--- src/rtl/pipe_ctrl_if.sv ---
// Hazard-source / pipeline-control bundle for pipe_ctrl.
// Perf counter outputs exist only when PIPE_CTRL_PERF_CNT_EN is defined.
interface pipe_ctrl_if #(
    parameter int unsigned ADDR_WIDTH = 32
);
    logic                  jump_req_i;
    logic [ADDR_WIDTH-1:0] jump_addr_i;
    logic                  trap_req_i;
    logic [ADDR_WIDTH-1:0] trap_vec_i;
    logic                  hazard_stall_i;
    logic                  mc_busy_i;
    logic                  pc_redirect_o;
    logic [ADDR_WIDTH-1:0] pc_redirect_addr_o;
    logic                  pc_hold_o;
    logic                  if_id_hold_o;
    logic                  pipeline_flush_o;
    logic                  id_ex_flush_o;
    logic                  stall_timeout_o;
`ifdef PIPE_CTRL_PERF_CNT_EN
    logic [31:0]           flush_cycles_o;
    logic [31:0]           stall_cycles_o;
`endif

    modport master (
        output jump_req_i, jump_addr_i, trap_req_i, trap_vec_i, hazard_stall_i, mc_busy_i,
        input  pc_redirect_o, pc_redirect_addr_o, pc_hold_o, if_id_hold_o,
               pipeline_flush_o, id_ex_flush_o, stall_timeout_o
`ifdef PIPE_CTRL_PERF_CNT_EN
        , input flush_cycles_o, stall_cycles_o
`endif
    );

    modport slave (
        input  jump_req_i, jump_addr_i, trap_req_i, trap_vec_i, hazard_stall_i, mc_busy_i,
        output pc_redirect_o, pc_redirect_addr_o, pc_hold_o, if_id_hold_o,
               pipeline_flush_o, id_ex_flush_o, stall_timeout_o
`ifdef PIPE_CTRL_PERF_CNT_EN
        , output flush_cycles_o, stall_cycles_o
`endif
    );
endinterface

--- src/rtl/pipe_ctrl.sv ---
// Pipeline sequencing controller: PC redirect + timed flush, zero-latency holds, stall watchdog.
// Optional perf counters enabled by defining PIPE_CTRL_PERF_CNT_EN.
module pipe_ctrl #(
    parameter int unsigned            ADDR_WIDTH    = 32,
    parameter logic [ADDR_WIDTH-1:0]  RST_ADDR      = '0,
    parameter int unsigned            FLUSH_CYCLES  = 2,
    parameter int unsigned            STALL_TIMEOUT = 256
) (
    input  logic       clk,
    input  logic       rst,
    pipe_ctrl_if.slave bus
);
    localparam int unsigned CNT_W = 4;
    localparam int unsigned WD_W  = $clog2(STALL_TIMEOUT + 1);
    localparam logic [CNT_W-1:0] FLUSH_LOAD = CNT_W'(FLUSH_CYCLES - 1);
    localparam logic [WD_W-1:0]  WD_MAX     = WD_W'(STALL_TIMEOUT);

    typedef enum logic {RUN, FLUSH} state_t;

    state_t                state_q, state_d;
    logic [CNT_W-1:0]      flush_cnt_q, flush_cnt_d;
    logic [WD_W-1:0]       wd_cnt_q, wd_cnt_d;
    logic [ADDR_WIDTH-1:0] addr_q, addr_d;
    logic                  redirect_q, redirect_d;
    logic                  timeout_q, timeout_d;
    logic                  hold;

    // Next-state, redirect latch and watchdog; trap outranks jump, and FLUSH ignores wrong-path requests
    always_comb begin
        state_d     = state_q;
        flush_cnt_d = flush_cnt_q;
        addr_d      = addr_q;
        redirect_d  = 1'b0;
        hold        = 1'b0;
        wd_cnt_d    = wd_cnt_q;
        case (state_q)
            RUN: begin
                if (bus.trap_req_i) begin
                    addr_d      = bus.trap_vec_i;
                    flush_cnt_d = FLUSH_LOAD;
                    redirect_d  = 1'b1;
                    state_d     = FLUSH;
                end else if (bus.jump_req_i) begin
                    addr_d      = bus.jump_addr_i;
                    flush_cnt_d = FLUSH_LOAD;
                    redirect_d  = 1'b1;
                    state_d     = FLUSH;
                end else begin
                    hold = bus.hazard_stall_i | bus.mc_busy_i;
                end
            end
            FLUSH: begin
                if (bus.trap_req_i) begin
                    addr_d      = bus.trap_vec_i;
                    flush_cnt_d = FLUSH_LOAD;
                    redirect_d  = 1'b1;
                end else if (flush_cnt_q == '0) begin
                    state_d = RUN;
                end else begin
                    flush_cnt_d = flush_cnt_q - 1'b1;
                end
            end
        endcase
        if (rst) hold = 1'b0;
        if (!bus.mc_busy_i || redirect_d) begin
            wd_cnt_d = '0;
        end else if (state_q == RUN && wd_cnt_q != WD_MAX) begin
            wd_cnt_d = wd_cnt_q + 1'b1;
        end
        timeout_d = timeout_q | (wd_cnt_d == WD_MAX);
    end

    always_ff @(posedge clk) begin
        if (rst) begin
            state_q     <= RUN;
            flush_cnt_q <= '0;
            wd_cnt_q    <= '0;
            addr_q      <= RST_ADDR;
            redirect_q  <= 1'b0;
            timeout_q   <= 1'b0;
        end else begin
            state_q     <= state_d;
            flush_cnt_q <= flush_cnt_d;
            wd_cnt_q    <= wd_cnt_d;
            addr_q      <= addr_d;
            redirect_q  <= redirect_d;
            timeout_q   <= timeout_d;
        end
    end

    assign bus.pc_redirect_o      = redirect_q;
    assign bus.pc_redirect_addr_o = addr_q;
    assign bus.pipeline_flush_o   = (state_q == FLUSH);
    assign bus.pc_hold_o          = hold;
    assign bus.if_id_hold_o       = hold;
    assign bus.id_ex_flush_o      = ((state_q == FLUSH) | hold) & ~rst;
    assign bus.stall_timeout_o    = timeout_q;

`ifdef PIPE_CTRL_PERF_CNT_EN
    logic [31:0] flush_cycles_q, stall_cycles_q;

    // Free-running event counters, wrapping modulo 2^32
    always_ff @(posedge clk) begin
        if (rst) begin
            flush_cycles_q <= '0;
            stall_cycles_q <= '0;
        end else begin
            flush_cycles_q <= flush_cycles_q + 32'(state_q == FLUSH);
            stall_cycles_q <= stall_cycles_q + 32'(hold);
        end
    end

    assign bus.flush_cycles_o = flush_cycles_q;
    assign bus.stall_cycles_o = stall_cycles_q;
`endif
endmodule
--- src/flat_wrapper.sv ---
// flat-port wrapper written by rule: the top's interface ports become plain ports
module pipe_ctrl_flat 
#(
    parameter int unsigned            ADDR_WIDTH    = 32,
    parameter logic [ADDR_WIDTH-1:0]  RST_ADDR      = '0,
    parameter int unsigned            FLUSH_CYCLES  = 2,
    parameter int unsigned            STALL_TIMEOUT = 256
)
  (clk, rst, bus_jump_req_i, bus_jump_addr_i, bus_trap_req_i, bus_trap_vec_i, bus_hazard_stall_i, bus_mc_busy_i, bus_pc_redirect_o, bus_pc_redirect_addr_o, bus_pc_hold_o, bus_if_id_hold_o, bus_pipeline_flush_o, bus_id_ex_flush_o, bus_stall_timeout_o);
  pipe_ctrl_if #(.ADDR_WIDTH(ADDR_WIDTH)) bus_i ();
  input  logic clk;
  input  logic rst;
  input wire logic [$bits(bus_i.jump_req_i)-1:0] bus_jump_req_i;
  input wire logic [$bits(bus_i.jump_addr_i)-1:0] bus_jump_addr_i;
  input wire logic [$bits(bus_i.trap_req_i)-1:0] bus_trap_req_i;
  input wire logic [$bits(bus_i.trap_vec_i)-1:0] bus_trap_vec_i;
  input wire logic [$bits(bus_i.hazard_stall_i)-1:0] bus_hazard_stall_i;
  input wire logic [$bits(bus_i.mc_busy_i)-1:0] bus_mc_busy_i;
  output wire logic [$bits(bus_i.pc_redirect_o)-1:0] bus_pc_redirect_o;
  output wire logic [$bits(bus_i.pc_redirect_addr_o)-1:0] bus_pc_redirect_addr_o;
  output wire logic [$bits(bus_i.pc_hold_o)-1:0] bus_pc_hold_o;
  output wire logic [$bits(bus_i.if_id_hold_o)-1:0] bus_if_id_hold_o;
  output wire logic [$bits(bus_i.pipeline_flush_o)-1:0] bus_pipeline_flush_o;
  output wire logic [$bits(bus_i.id_ex_flush_o)-1:0] bus_id_ex_flush_o;
  output wire logic [$bits(bus_i.stall_timeout_o)-1:0] bus_stall_timeout_o;
  assign bus_i.jump_req_i = bus_jump_req_i;
  assign bus_i.jump_addr_i = bus_jump_addr_i;
  assign bus_i.trap_req_i = bus_trap_req_i;
  assign bus_i.trap_vec_i = bus_trap_vec_i;
  assign bus_i.hazard_stall_i = bus_hazard_stall_i;
  assign bus_i.mc_busy_i = bus_mc_busy_i;
  assign bus_pc_redirect_o = bus_i.pc_redirect_o;
  assign bus_pc_redirect_addr_o = bus_i.pc_redirect_addr_o;
  assign bus_pc_hold_o = bus_i.pc_hold_o;
  assign bus_if_id_hold_o = bus_i.if_id_hold_o;
  assign bus_pipeline_flush_o = bus_i.pipeline_flush_o;
  assign bus_id_ex_flush_o = bus_i.id_ex_flush_o;
  assign bus_stall_timeout_o = bus_i.stall_timeout_o;
  pipe_ctrl #(.ADDR_WIDTH(ADDR_WIDTH), .RST_ADDR(RST_ADDR), .FLUSH_CYCLES(FLUSH_CYCLES), .STALL_TIMEOUT(STALL_TIMEOUT)) u_core (.clk(clk), .rst(rst), .bus(bus_i));
endmodule
--- config.mk ---
export PLATFORM = sky130hd
export DESIGN_NAME = pipe_ctrl_flat
export DESIGN_NICKNAME = d
export VERILOG_FILES = /design/src/rtl/pipe_ctrl_if.sv /design/src/rtl/pipe_ctrl.sv /design/src/flat_wrapper.sv
export SDC_FILE = /design/constraint.sdc
export NUM_CORES = 1
export LEC_CHECK = 0
export CAP_MARGIN = 20
export CORE_MARGIN = 8
export CORE_UTILIZATION = 41
export DETAILED_ROUTE_END_ITERATION = 8
export PLACE_DENSITY = 0.84
export SYNTH_ARGS = -nofsm -noshare
export SYNTH_HDL_FRONTEND = slang
export SYNTH_SLANG_ARGS = --single-unit
export TNS_END_PERCENT = 1
--- constraint.sdc ---
create_clock -name clk -period 2.25 [get_ports clk]
set_input_delay 0.5625 -clock clk [delete_from_list [all_inputs] [get_ports clk]]
set_output_delay 0.5625 -clock clk [all_outputs]
set_load 0.01 [all_outputs]
==> flow_summary.ini <==
[finish]
stdcell_area_mm2 = 0.003684
layout_common_cells = 102 x clkdlybuf4s50_1, 55 x nor2_1, 48 x dfxtp_1, 35 x nand2_1, 34 x o21ai_0
fill_cells = 448
final_common_cell = clkdlybuf4s50_1
final_nets = 468
antennaDiodeCount = 0
multi_input_area_mm2 = 0.001239
fin_cells = 468
syn2layout_area_growth_pct = 58.45
drive_above_1_share = 0.09091
final-seq-area_um2 = 960.9

[pwr]
ir_worst_vdd_v = 0.0003728
p_int_mw = 1.755
p_switching_mw = 0.5450
power.share.combinational = 0.221
clkPwrFrac = 0.370
power_mw = 2.300
swShare = 0.2369
powerDensity_mw_per_mm2 = 624.4
p_seq_frac = 0.409
p_leak_nw = 1.360

[synthesis]
netlist_area_mm2 = 0.002325
netlist_top_cells_area = dfxtp_1 41%, a311oi_1 12%, nor2_1 9.2%
synth_nets = 367
ys_seq_elements = 48
yosys.area.top_type_share = 0.4133
avgSynthCellArea_um2 = 7.907
synth_warnings = 0
synth_area_leader_cell = dfxtp_1
synth_seq_area_share = 0.4133
synth_cells = 294
yosysUniqueCellTypes = 40

[worst_setup_path]
path_depth = 5
end_kind = output port
cpMostUsedCell = buf_4
required_ns = 1.69
r2r-start = u_core.bus.pipeline_flush_o
cp_cell_sequence = clkdlybuf4s50_1, o21bai_2, nor4_1, buf_4, buf_4
slowest_delay_ns = 0.48
cp_num_buf_inv = 3
critPathArrivalTime_ns = 1.62
rr_worst_depth = 6
startpoint = bus_hazard_stall_i
crit_type = in -> out
path_delay_family = buffers and inverters
crit_path_start_kind = input port
slowest_stage = clkdlybuf4s50_1
ff2ff_setup_slack_ns = 0.35
cp_max_fo = 2

[floorplanning]
ios = 108
core_mm2 = 0.005507
die_h_um = 91.30
rows = 27
start_util = 0.4222
die-area_mm2 = 0.008336
die_w_um = 91.30

[clock_network]
clk_path_buf_depth = 2
holdBufCountCts = 0
worstSkewPairLatency_ns = 0.31
tritoncts = built
cts_root_buf = clkbuf_8
postCtsSetupBuffers = 0
path_clk_slew_ns = 0.08
clkSinkCount = 48
numCtsBuffers = 5
h-tree-depth = 2

[detailed_routing]
drt-vias-per-instance = 5.350
wl_met1_um = 3170
detail_route.first_pass.iterations = 4
wl_um = 7601
top_layer = met4
dr_total_vias = 2504
ant_nets = 0
drcViolationCount = 0
wl_per_cell_um = 16.24
drtIter0Drc = 153
met2_length_um = 3835
routed-wl-met3_um = 475

[placed_design]
pre_cts_slack_ns = -0.4231
dp.cells = 460
place_congestion = 0.8133
port_buffers = 107
place_area_mm2 = 0.003520
dp_hpwl_um = 5533

[min_path]
hp-start = u_core.bus.pc_redirect_addr_o[14]
whs_path_depth = 2
hold_class = reg -> reg

[sta]
fmax_mhz = 458.8
rsz0062_at_grt = false
setup_viol = 0
skew_ns = 0.009897
slew_headroom = 0.6976
timing.final.hold_violations = 0
tightestPinTransition_ns = 0.4476
finalMaxSlewViolations = 0
finalCritPeriodShare = 0.9687
layout_setup_ws_ns = 0.07039
period_minus_slack_ns = 2.180
holdWs_ns = 0.4995

[grt]
grt_util_all_layers = 0.1773
grt_pass1_vias = 2489
antenna_found_initial = 0
grt_first_pass_wirelength_um = 12300
grt-ovfl-total = 0
grt_max_degree = 42

[outcome]
status = finished, final reports clean

[run]
cap_violations = 0
cell families after synthesis:
group	after synthesis	share of synthesized area
and+or+nand+nor	118	0.2266
AOI/OAI and AO/OA	81	0.2433
DFF	48	0.4133
buffers and inverters	33	0.05759
xor gates and xnor gates	9	0.03391
adders and majority gates	3	0.01615
muxes	2	0.009149
registers in the layout (all words and copies together), names as in the netlist:
name / cells
u_core.bus.pc_redirect_addr_o: 32
u_core.wd_cnt_q: 9
u_core.flush_cnt_q: 4
u_core.bus.pc_redirect_o: 1
u_core.bus.pipeline_flush_o: 1
u_core.bus.stall_timeout_o: 1
stage by stage:
step	TNS, ns	util
global placement	-1.678	0.6392
detailed placement	-2.884	0.6392
CTS	-0.02468	0.6669
floorplan	0	-
global route	0	0.6689
finish	0	0.6689
area by class of cell:
cell class | count | share of cell area
well taps | 72 | 0.02446
clock inverters | 3 | 0.02446
flip-flops and latches | 48 | 0.2609
repair buffers | 121 | 0.3291
clock buffers | 5 | 0.01868
multi-input cells | 213 | 0.3363
inverters | 6 | 0.006114
path summary, 6_finish.rpt:
path                                                          end
worst max register to register         u_core.bus.stall_timeout_o
worst min register to register  u_core.bus.pc_redirect_addr_o[14]
worst min-delay path            u_core.bus.pc_redirect_addr_o[14]
worst max-delay path                             bus_if_id_hold_o
power by group through the flow:
stage | combinational, mW | clock [mW] | sequential, mW
finish | 0.508 | 0.851 | 0.942
global route | 0.552 | 0.898 | 0.949
CTS | 0.511 | 0.867 | 0.941
detailed placement | 0.507 | 0 | 0.961
global placement | 0.497 | 0 | 0.959
floorplan | 0.176 | 0 | 0.986
tightest hold or removal path, cell delays in order (launching register included):
cell and delay [ns]:
dfxtp_1 0.31, nor2_1 0.09, a311oi_1 0.05
Yosys cell counts (all sizes together):
cell,count
a211oi,2
o21ai,34
o221ai,2
ha,3
and2,1
xnor2,4
nand4b,2
and4b,1
dfxtp,48
a31oi,1
nand2b,4
or3b,2
a41oi,1
nor2,57
a311oi,32
nor2b,1
xor2,5
buf,8
mux2,1
mux2i,1
or4b,1
o21bai,1
clkbuf,19
nand2,35
nand3b,1
nor4,3
a21oi,6
inv,6
o211ai,1
nand3,3
or2,1
o31ai,1
nor3,4
nand4,2
per-layer routing:
| metal | vias up | GRT usage |
|---|---|---|
| met5 | - | 0 |
| met4 | 0 | 0.05457 |
| met3 | 10 | 0.04280 |
| met2 | 91 | 0.3174 |
| met1 | 1162 | 0.2022 |
| li1 | 1241 | - |
what timing repair did:
item,4_1_cts,5_1_grt
pin swaps,1,2
resized for setup,12,6
hold endpoints to repair,0,0
endpoints found under the setup margin,3,3
(Power assumes the default switching activity.)
